### config.mk
export PLATFORM = sky130hd
export DESIGN_NAME = rr_mux_arb
export DESIGN_NICKNAME = d
export VERILOG_FILES = /design/src/rtl/rr_mux_arb.sv
export SDC_FILE = /design/constraint.sdc
export NUM_CORES = 1
export LEC_CHECK = 0
export BUFFER_PORTS_ARGS = -buffer_cell sky130_fd_sc_hd__buf_2
export CELL_PAD_IN_SITES_DETAIL_PLACEMENT = 1
export CELL_PAD_IN_SITES_GLOBAL_PLACEMENT = 2
export CORE_ASPECT_RATIO = 0.6
export CORE_UTILIZATION = 25
export CTS_CLUSTER_DIAMETER = 30
export DETAILED_ROUTE_END_ITERATION = 12
export HOLD_SLACK_MARGIN = 0.1
export PLACE_DENSITY = 0.77
export SETUP_SLACK_MARGIN = 0.5
export SYNTH_ARGS = -nofsm -noshare
export SYNTH_HDL_FRONTEND = slang
export SYNTH_SLANG_ARGS = --single-unit
### constraint.sdc
create_clock -name clk -period 2.05 [get_ports clk]
set_input_delay 0 -clock clk [delete_from_list [all_inputs] [get_ports clk]]
set_output_delay 0 -clock clk [all_outputs]
set_load 0.05 [all_outputs]
### src/rtl/rr_mux_arb.sv
// rr_mux_arb: N-channel to one registered mux with manual or round-robin grant.
//
// Parameters
//   WIDTH  data bits per channel (1..32)
//   NCH    number of input channels, power of two (2..16)
//   SELW   log2(NCH), set consistently by the instantiating module
//
// Ports
//   clk        rising-edge clock
//   rst        asynchronous active-high reset
//   mode       0 = manual select via sel, 1 = round-robin arbitration
//   sel        channel index used in manual mode
//   in_data    packed channel data, channel i at [i*WIDTH +: WIDTH]
//   in_valid   per-channel request
//   in_ready   per-channel accept (combinational, one-hot or zero)
//   out_data   registered data of the granted channel
//   out_ch     index of the channel that supplied out_data
//   out_valid  out_data/out_ch hold a word
//   out_ready  downstream accept
//   xfer_cnt   wrapping count of accepted input transfers

module rr_mux_arb #(
    parameter int unsigned WIDTH = 8,
    parameter int unsigned NCH   = 4,
    parameter int unsigned SELW  = 2
) (
    input  logic                 clk,
    input  logic                 rst,
    input  logic                 mode,
    input  logic [SELW-1:0]      sel,
    input  logic [NCH*WIDTH-1:0] in_data,
    input  logic [NCH-1:0]       in_valid,
    output logic [NCH-1:0]       in_ready,
    output logic [WIDTH-1:0]     out_data,
    output logic [SELW-1:0]      out_ch,
    output logic                 out_valid,
    input  logic                 out_ready,
    output logic [15:0]          xfer_cnt
);

    localparam int unsigned CNTW = 16;

    logic [SELW-1:0]  last_grant;
    logic [SELW-1:0]  grant;
    logic [SELW-1:0]  idx;
    logic             grant_valid;
    logic             load_en;
    logic             xfer;
    logic [WIDTH-1:0] grant_data;

    // Output register may only take a new word when empty or being drained.
    assign load_en = !out_valid || out_ready;

    // Gated by rst so no channel sees an accept while reset is held.
    assign xfer = load_en && grant_valid && !rst;

    // Grant selection. In round-robin mode the search runs from last_grant+1
    // upward; iterating the offsets in descending order lets the nearest
    // requesting channel win. Offset NCH wraps to last_grant itself.
    always_comb begin : arbitrate
        grant       = sel;
        grant_valid = in_valid[sel];
        idx         = '0;
        if (mode) begin
            grant       = last_grant;
            grant_valid = 1'b0;
            for (int k = int'(NCH); k >= 1; k--) begin
                idx = last_grant + SELW'(k);
                if (in_valid[idx]) begin
                    grant       = idx;
                    grant_valid = 1'b1;
                end
            end
        end
    end

    // Data of the granted channel.
    always_comb begin : data_mux
        grant_data = '0;
        for (int i = 0; i < int'(NCH); i++) begin
            if (grant == SELW'(i)) begin
                grant_data = in_data[i*WIDTH +: WIDTH];
            end
        end
    end

    // Accept strobe to the granted channel only.
    always_comb begin : ready_decode
        in_ready = '0;
        for (int i = 0; i < int'(NCH); i++) begin
            in_ready[i] = xfer && (grant == SELW'(i));
        end
    end

    // Output register, rotation pointer and transfer counter.
    always_ff @(posedge clk or posedge rst) begin : out_reg
        if (rst) begin
            out_valid  <= 1'b0;
            out_data   <= '0;
            out_ch     <= '0;
            xfer_cnt   <= '0;
            last_grant <= SELW'(NCH - 1);
        end else if (load_en) begin
            if (grant_valid) begin
                out_valid  <= 1'b1;
                out_data   <= grant_data;
                out_ch     <= grant;
                last_grant <= grant;
                xfer_cnt   <= xfer_cnt + CNTW'(1);
            end else begin
                out_valid  <= 1'b0;
            end
        end
    end

endmodule

== After elaboration in Yosys (flattened, before gate mapping) ==
Cells that the tools add are included.
Widths: inputs -> output; s select.
Operators by class
  equality and inequality tests: 3
  reductions and logical operators: 11
  mux-type cells: 24
  add/sub/neg operators: 4
  order comparisons: 5
Operators by type and width (count)
  $mux 8: 4
  $add 16x1->16 const B: 1
  $lt 2x3->1 const B: 5
  $mux 1: 11
  $bmux 1 s2: 5
  $mux 2: 4
  $logic_and 1x1->1: 6
  $add 2x2->2 const B: 2
  $eq 2x2->1 const B: 2
  $add 2x1->2 const B: 1
  $eq 2x1->1 const B: 1
  $logic_not 1->1: 2
  $logic_not 2->1: 1
  $reduce_and 2->1: 1
  $logic_or 1x1->1: 1
Word-level totals
  flip-flop bits (word level): 29
  word-level logic and storage cells: 52

== Depth between registers and ports, before layout ==
  word-level depth: 12
  gate-level depth with buffers: 7

== Least setup slack after synthesis ==
Ideal clock, no wire load.
  path kind: reg-to-output
  start point: register out_valid
  end point: output in_ready[0]
  stages on the path, launching flop included: 6
  data required time: 2.050 ns
  data arrival time: 2.813 ns
  path buffers: 2
  path slack: -0.763 ns
  path through: dfrtp_1 -> nor2b_1 -> or2_1 -> buf_6 -> buf_6 -> nor4_1
On the way
  cells in the longest elaborated chain, start to end: 5
RTL lines
  from (decl): line 36  | output logic out_valid,
  from (signal assigned): line 98  | out_valid <= 1'b0;
  from (signal assigned): line 105  | out_valid <= 1'b1;
  from (signal assigned): line 111  | out_valid <= 1'b0;
  $logic_not 1->1: line 52  | assign load_en = !out_valid || out_ready;
  $logic_or 1x1->1: line 52
  $logic_and 1x1->1 (2 in a row): line 55  | assign xfer = load_en && grant_valid && !rst;
  $logic_and 1x1->1: line 91  | in_ready[i] = xfer && (grant == SELW'(i));
  to (decl): line 33  | output logic [NCH-1:0] in_ready,
No other way between the ends.

== Final worst setup path ==
  start point: register last_grant[0]
  end point: register out_data[1]
On the way
  cells in the longest elaborated chain, start to end: 12
  elaborated cells on any way between the ends: 29
RTL lines
  from (decl): line 43  | logic [SELW-1:0] last_grant;
  from (signal assigned): line 102  | last_grant <= SELW'(NCH - 1);
  from (signal assigned): line 108  | last_grant <= grant;
  $add 2x2->2: line 68  | idx = last_grant + SELW'(k);
  $bmux 1 s2: line 69  | if (in_valid[idx]) begin
  $mux 1 (implied by the code): line 69
  $mux 2 (3 in a row): line 69
  $mux 2: line 64  | if (mode) begin
  $logic_not 2->1: line 81  | if (grant == SELW'(i)) begin
  $mux 8 (4 in a row): line 81
  to (signal assigned): line 106  | out_data <= grant_data;
  to (decl): line 34  | output logic [WIDTH-1:0] out_data,
Parallel ways exist; a longest one is shown, timed or not. The select of a mux whose other input is x is not followed.
A chain may end at the register's enable or synchronous reset.

==> run_summary.xml <==
<?xml version="1.0" encoding="UTF-8"?>
<metrics>
  <group name="status">
    <metric name="outcome" unit="">finished, final reports clean</metric>
  </group>
  <group name="synth">
    <metric name="syn_avg_cell_area" unit="um^2">10.2</metric>
    <metric name="synth.area.top_cells" unit="">dfrtp_1 (41%), xnor2_1 (4.7%), dfstp_2 (3.2%), nand2_1 (3.2%), xor2_1 (3.2%)</metric>
    <metric name="yosys.cell_types.count" unit="">52</metric>
    <metric name="yosysSeqAreaShare" unit="">0.437</metric>
    <metric name="mappedNetlistArea" unit="um^2">1670</metric>
    <metric name="synth_top_cell_by_area" unit="">dfrtp_1</metric>
    <metric name="synthFlopType" unit="">dfrtp_1</metric>
    <metric name="netlist.area_leader.share" unit="">0.405</metric>
    <metric name="async_reset_ff_frac" unit="">1.00</metric>
    <metric name="ys_top_cells_by_count" unit="">dfrtp_1 (27), nand2_1 (14), inv_1 (9), nor2_1 (9), xnor2_1 (9)</metric>
    <metric name="post_syn_instances" unit="">164</metric>
    <metric name="synth_edf_count" unit="">0</metric>
    <metric name="yosys_warnings" unit="">0</metric>
    <metric name="synthesized_flop_and_latch_total" unit="">29</metric>
    <metric name="yosys.cell_count.top_type" unit="">dfrtp_1</metric>
    <metric name="syn-num-nets" unit="">207</metric>
  </group>
  <group name="clock_network">
    <metric name="tritoncts" unit="">built</metric>
    <metric name="numCtsBuffers" unit="">5</metric>
    <metric name="cts.clk_slew.worst_paths" unit="ns">0.07</metric>
    <metric name="clk-insertion-delay-late" unit="ns">0.28</metric>
    <metric name="htree_num_levels" unit="">2</metric>
    <metric name="ctsRootBufferMaster" unit="">clkbuf_8</metric>
    <metric name="numClockSinks" unit="">29</metric>
    <metric name="clk_path_buf_depth" unit="">2</metric>
  </group>
  <group name="power">
    <metric name="power_switching_share" unit="">0.455</metric>
    <metric name="power.switching" unit="mW">1.33</metric>
    <metric name="pwr-share-seq" unit="">0.299</metric>
    <metric name="vdd_drop_max" unit="mV">0.888</metric>
    <metric name="p_clk_frac" unit="">0.181</metric>
    <metric name="p_leak" unit="nW">1.33</metric>
    <metric name="power_per_cell_area" unit="nW/um^2">1020</metric>
    <metric name="combPwrFrac" unit="">0.520</metric>
    <metric name="intPower" unit="mW">1.60</metric>
  </group>
  <group name="finish">
    <metric name="num-fill-cells" unit="">715</metric>
    <metric name="share_of_cells_above_drive_strength_1" unit="">0.587</metric>
    <metric name="finish.net_count" unit="">325</metric>
    <metric name="flow.area_growth_from_synthesis" unit="%">72.7</metric>
    <metric name="end_of_flow_core_utilization" unit="">0.459</metric>
    <metric name="insertedDiodeCount" unit="">0</metric>
    <metric name="total_area_of_multi_input_combinational_cells" unit="um^2">1090</metric>
    <metric name="regArea" unit="um^2">738</metric>
  </group>
  <group name="timing">
    <metric name="slew_viol_final" unit="">0</metric>
    <metric name="final.setup_skew" unit="ns">0.00911</metric>
    <metric name="fraction_of_the_cycle_the_final_worst_path_needs" unit="">0.918</metric>
    <metric name="timing.setup.tns" unit="ns">0</metric>
    <metric name="report.final.hold_viol_count" unit="">0</metric>
    <metric name="unrepaired_setup_endpoints_after_global_routing" unit="">true</metric>
    <metric name="setup_ws" unit="ns">0.169</metric>
    <metric name="worst_pin_slew" unit="ns">0.549</metric>
    <metric name="fmax" unit="MHz">532</metric>
    <metric name="timing.max_slew.rel_slack" unit="">0.632</metric>
    <metric name="setup_failing_eps_final" unit="">0</metric>
    <metric name="period_minus_slack" unit="ns">1.88</metric>
  </group>
  <group name="setup_path">
    <metric name="critical_path.max_stage_delay" unit="ns">0.57</metric>
    <metric name="critical-path-slowest-cell" unit="">dfstp_2</metric>
    <metric name="timing.setup.critical_path_class" unit="">reg -&gt; reg</metric>
    <metric name="regToRegEndpoint" unit="">out_data[1]</metric>
    <metric name="required_time_of_the_critical_path" unit="ns">2.25</metric>
    <metric name="worstRegToRegCells" unit="">7</metric>
    <metric name="worstSetupEndpoint" unit="">out_data[1]</metric>
    <metric name="critical-path-top-delay-family" unit="">compound AO/OA/AOI/OAI gates</metric>
    <metric name="cp.depth" unit="">7</metric>
    <metric name="worst_setup_path_end_kind" unit="">register</metric>
    <metric name="setup.reg_to_reg.worst_slack" unit="ns">0.17</metric>
    <metric name="list_of_cells_traversed_by_the_critical_path" unit="">nand2b_4, o211ai_1, a31oi_2, nand2_2, buf_12, o221a_4, o21ai_2</metric>
    <metric name="cp.buffers_inverters" unit="">1</metric>
    <metric name="cp_data_arrival_time" unit="ns">2.08</metric>
    <metric name="r2r_start" unit="">last_grant[0]</metric>
    <metric name="cp-start-kind" unit="">register</metric>
    <metric name="critical_path.max_fanout" unit="">7</metric>
    <metric name="worstSetupStartpoint" unit="">last_grant[0]</metric>
  </group>
  <group name="grt">
    <metric name="grt_pass1_vias" unit="">1740</metric>
    <metric name="grt_max_degree" unit="">30</metric>
    <metric name="grt_antenna_before_repair" unit="">0</metric>
    <metric name="grt_first_pass_wirelength" unit="um">8940</metric>
    <metric name="globalRouteTotalUtil" unit="">0.168</metric>
    <metric name="sum_of_overflow_across_all_layers_after_global_routing" unit="">0</metric>
  </group>
  <group name="placement">
    <metric name="placement.setup.worst_slack" unit="ns">0.111</metric>
    <metric name="routabilityCongestion" unit="">0.755</metric>
    <metric name="port-buffer-count" unit="">72</metric>
    <metric name="post-dp-hpwl" unit="um">3940</metric>
  </group>
  <group name="route">
    <metric name="drt_first_pass_iters" unit="">4</metric>
    <metric name="route.detailed.wl_per_inst" unit="um">15.5</metric>
    <metric name="number_of_remaining_drc_errors" unit="">0</metric>
    <metric name="drt-total-wl" unit="um">5690</metric>
    <metric name="detailroute.via_count" unit="">1685</metric>
    <metric name="drt_first_iter_violations" unit="">40</metric>
    <metric name="vias_per_cell" unit="">4.59</metric>
    <metric name="drt.antenna.violating_nets" unit="">0</metric>
  </group>
  <group name="hold_path">
    <metric name="hold_path.class" unit="">in -&gt; reg</metric>
  </group>
  <group name="flow_run">
    <metric name="maxCapViolations" unit="">0</metric>
  </group>
  <group name="floorplan">
    <metric name="core_region_area" unit="um^2">6280</metric>
    <metric name="num_rows" unit="">22</metric>
    <metric name="initial_core_util" unit="">0.266</metric>
    <metric name="die_w" unit="um">107</metric>
    <metric name="die_area" unit="um^2">7010</metric>
    <metric name="die_h" unit="um">65.3</metric>
    <metric name="io_pins" unit="">73</metric>
  </group>
</metrics>
area by class of cell:
class / instances / share of cell area
tap: 84 / 0.0365
multi-input combinational: 119 / 0.379
timing repair buffer: 118 / 0.281
sequential: 29 / 0.256
inverter: 9 / 0.0117
clock inverter: 1 / 0.00174
clock buffer: 7 / 0.0334
per-layer routing:
layer	track usage	wire length, um	part of all wire
met1	0.233	2840	0.50
met2	0.265	2580	0.45
met3	0.0427	245	0.043
met4	0.0360	25	0.0044
met5	0	0	0
worst reg2reg max path: stages (launching register included):
cell,delay [ns]
dfstp_2,0.57
nand2b_4,0.14
o211ai_1,0.11
a31oi_2,0.29
nand2_2,0.15
buf_12,0.17
o221a_4,0.26
o21ai_2,0.12
registers in the layout (all words and copies together), names as in the netlist:
signal,flops
out_valid,1
out_data,8
out_ch,2
xfer_cnt,16
last_grant,2
cell usage in the layout, fill, tap and decap left out, types with 3 or more instances in the layout:
cell type and count:
and3_4 4, nor2_1 9, mux2i_1 5, buf_2 68
buf_4 25, xor2_1 6, clkbuf_8 7, dfrtp_2 8
nand3_2 6, o21ai_1 6, buf_6 10, xnor2_1 9
o21ai_0 4, nand4_1 3, o21ai_2 3, nand2_1 13
inv_1 8, dlygate4sd3_1 13, dfrtp_1 19
power by group through the flow:
| stage | clock network (mW) | registers, mW | logic [mW] |
|---|---|---|---|
| floorplan | 0 | 1.37 | 0.438 |
| detailed placement | 0 | 0.902 | 1.24 |
| finish | 0.532 | 0.877 | 1.52 |
| CTS | 0.553 | 0.877 | 1.46 |
| global placement | 0 | 0.898 | 1.23 |
| global route | 0.579 | 0.900 | 1.61 |
worst min-delay path by stage:
stage / start / endpoint / slack (ns) / depth (start not counted)
2_1_floorplan: rst / in_ready[2] / 0.06 / 1
3_3_place_gp: rst / xfer_cnt[8] / 0.21 / 3
3_5_place_dp: rst / out_data[5] / 0.22 / 3
4_1_cts: out_ready / out_valid / 0.12 / 3
5_1_grt: in_data[20] / out_data[4] / 0.13 / 4
6_report: out_ready / out_valid / 0.12 / 3
metrics by stage:
step                      hold slack, ns  area [um^2]  std cells  power, mW
after floorplan                   0.0637         1830        164       1.80
after CTS                          0.119         2810        362       2.89
after detailed placement           0.219         2310        322       2.15
after global placement             0.210         2310        322       2.12
after global routing               0.130         2880        367       3.09
final                              0.122         2880        367       2.93
cells by family after synthesis:
| family | synth area share |
|---|---|
| and+or+nand+nor | 0.192 |
| adders and majority gates | 0.00750 |
| xor gates and xnor gates | 0.0788 |
| muxes | 0.0608 |
| buffers and inverters | 0.0495 |
| DFF | 0.437 |
| AOI/OAI and AO/OA | 0.175 |
repair_timing:
item	in CTS	in global routing
cloned	1	0
pin swaps	18	8
setup buffers	18	5
setup endpoints to repair	21	23
hold buffers	13	0
hold endpoints to repair	35	0
resized for setup	31	9
Note: power is estimated with default switching activity, not from simulation.
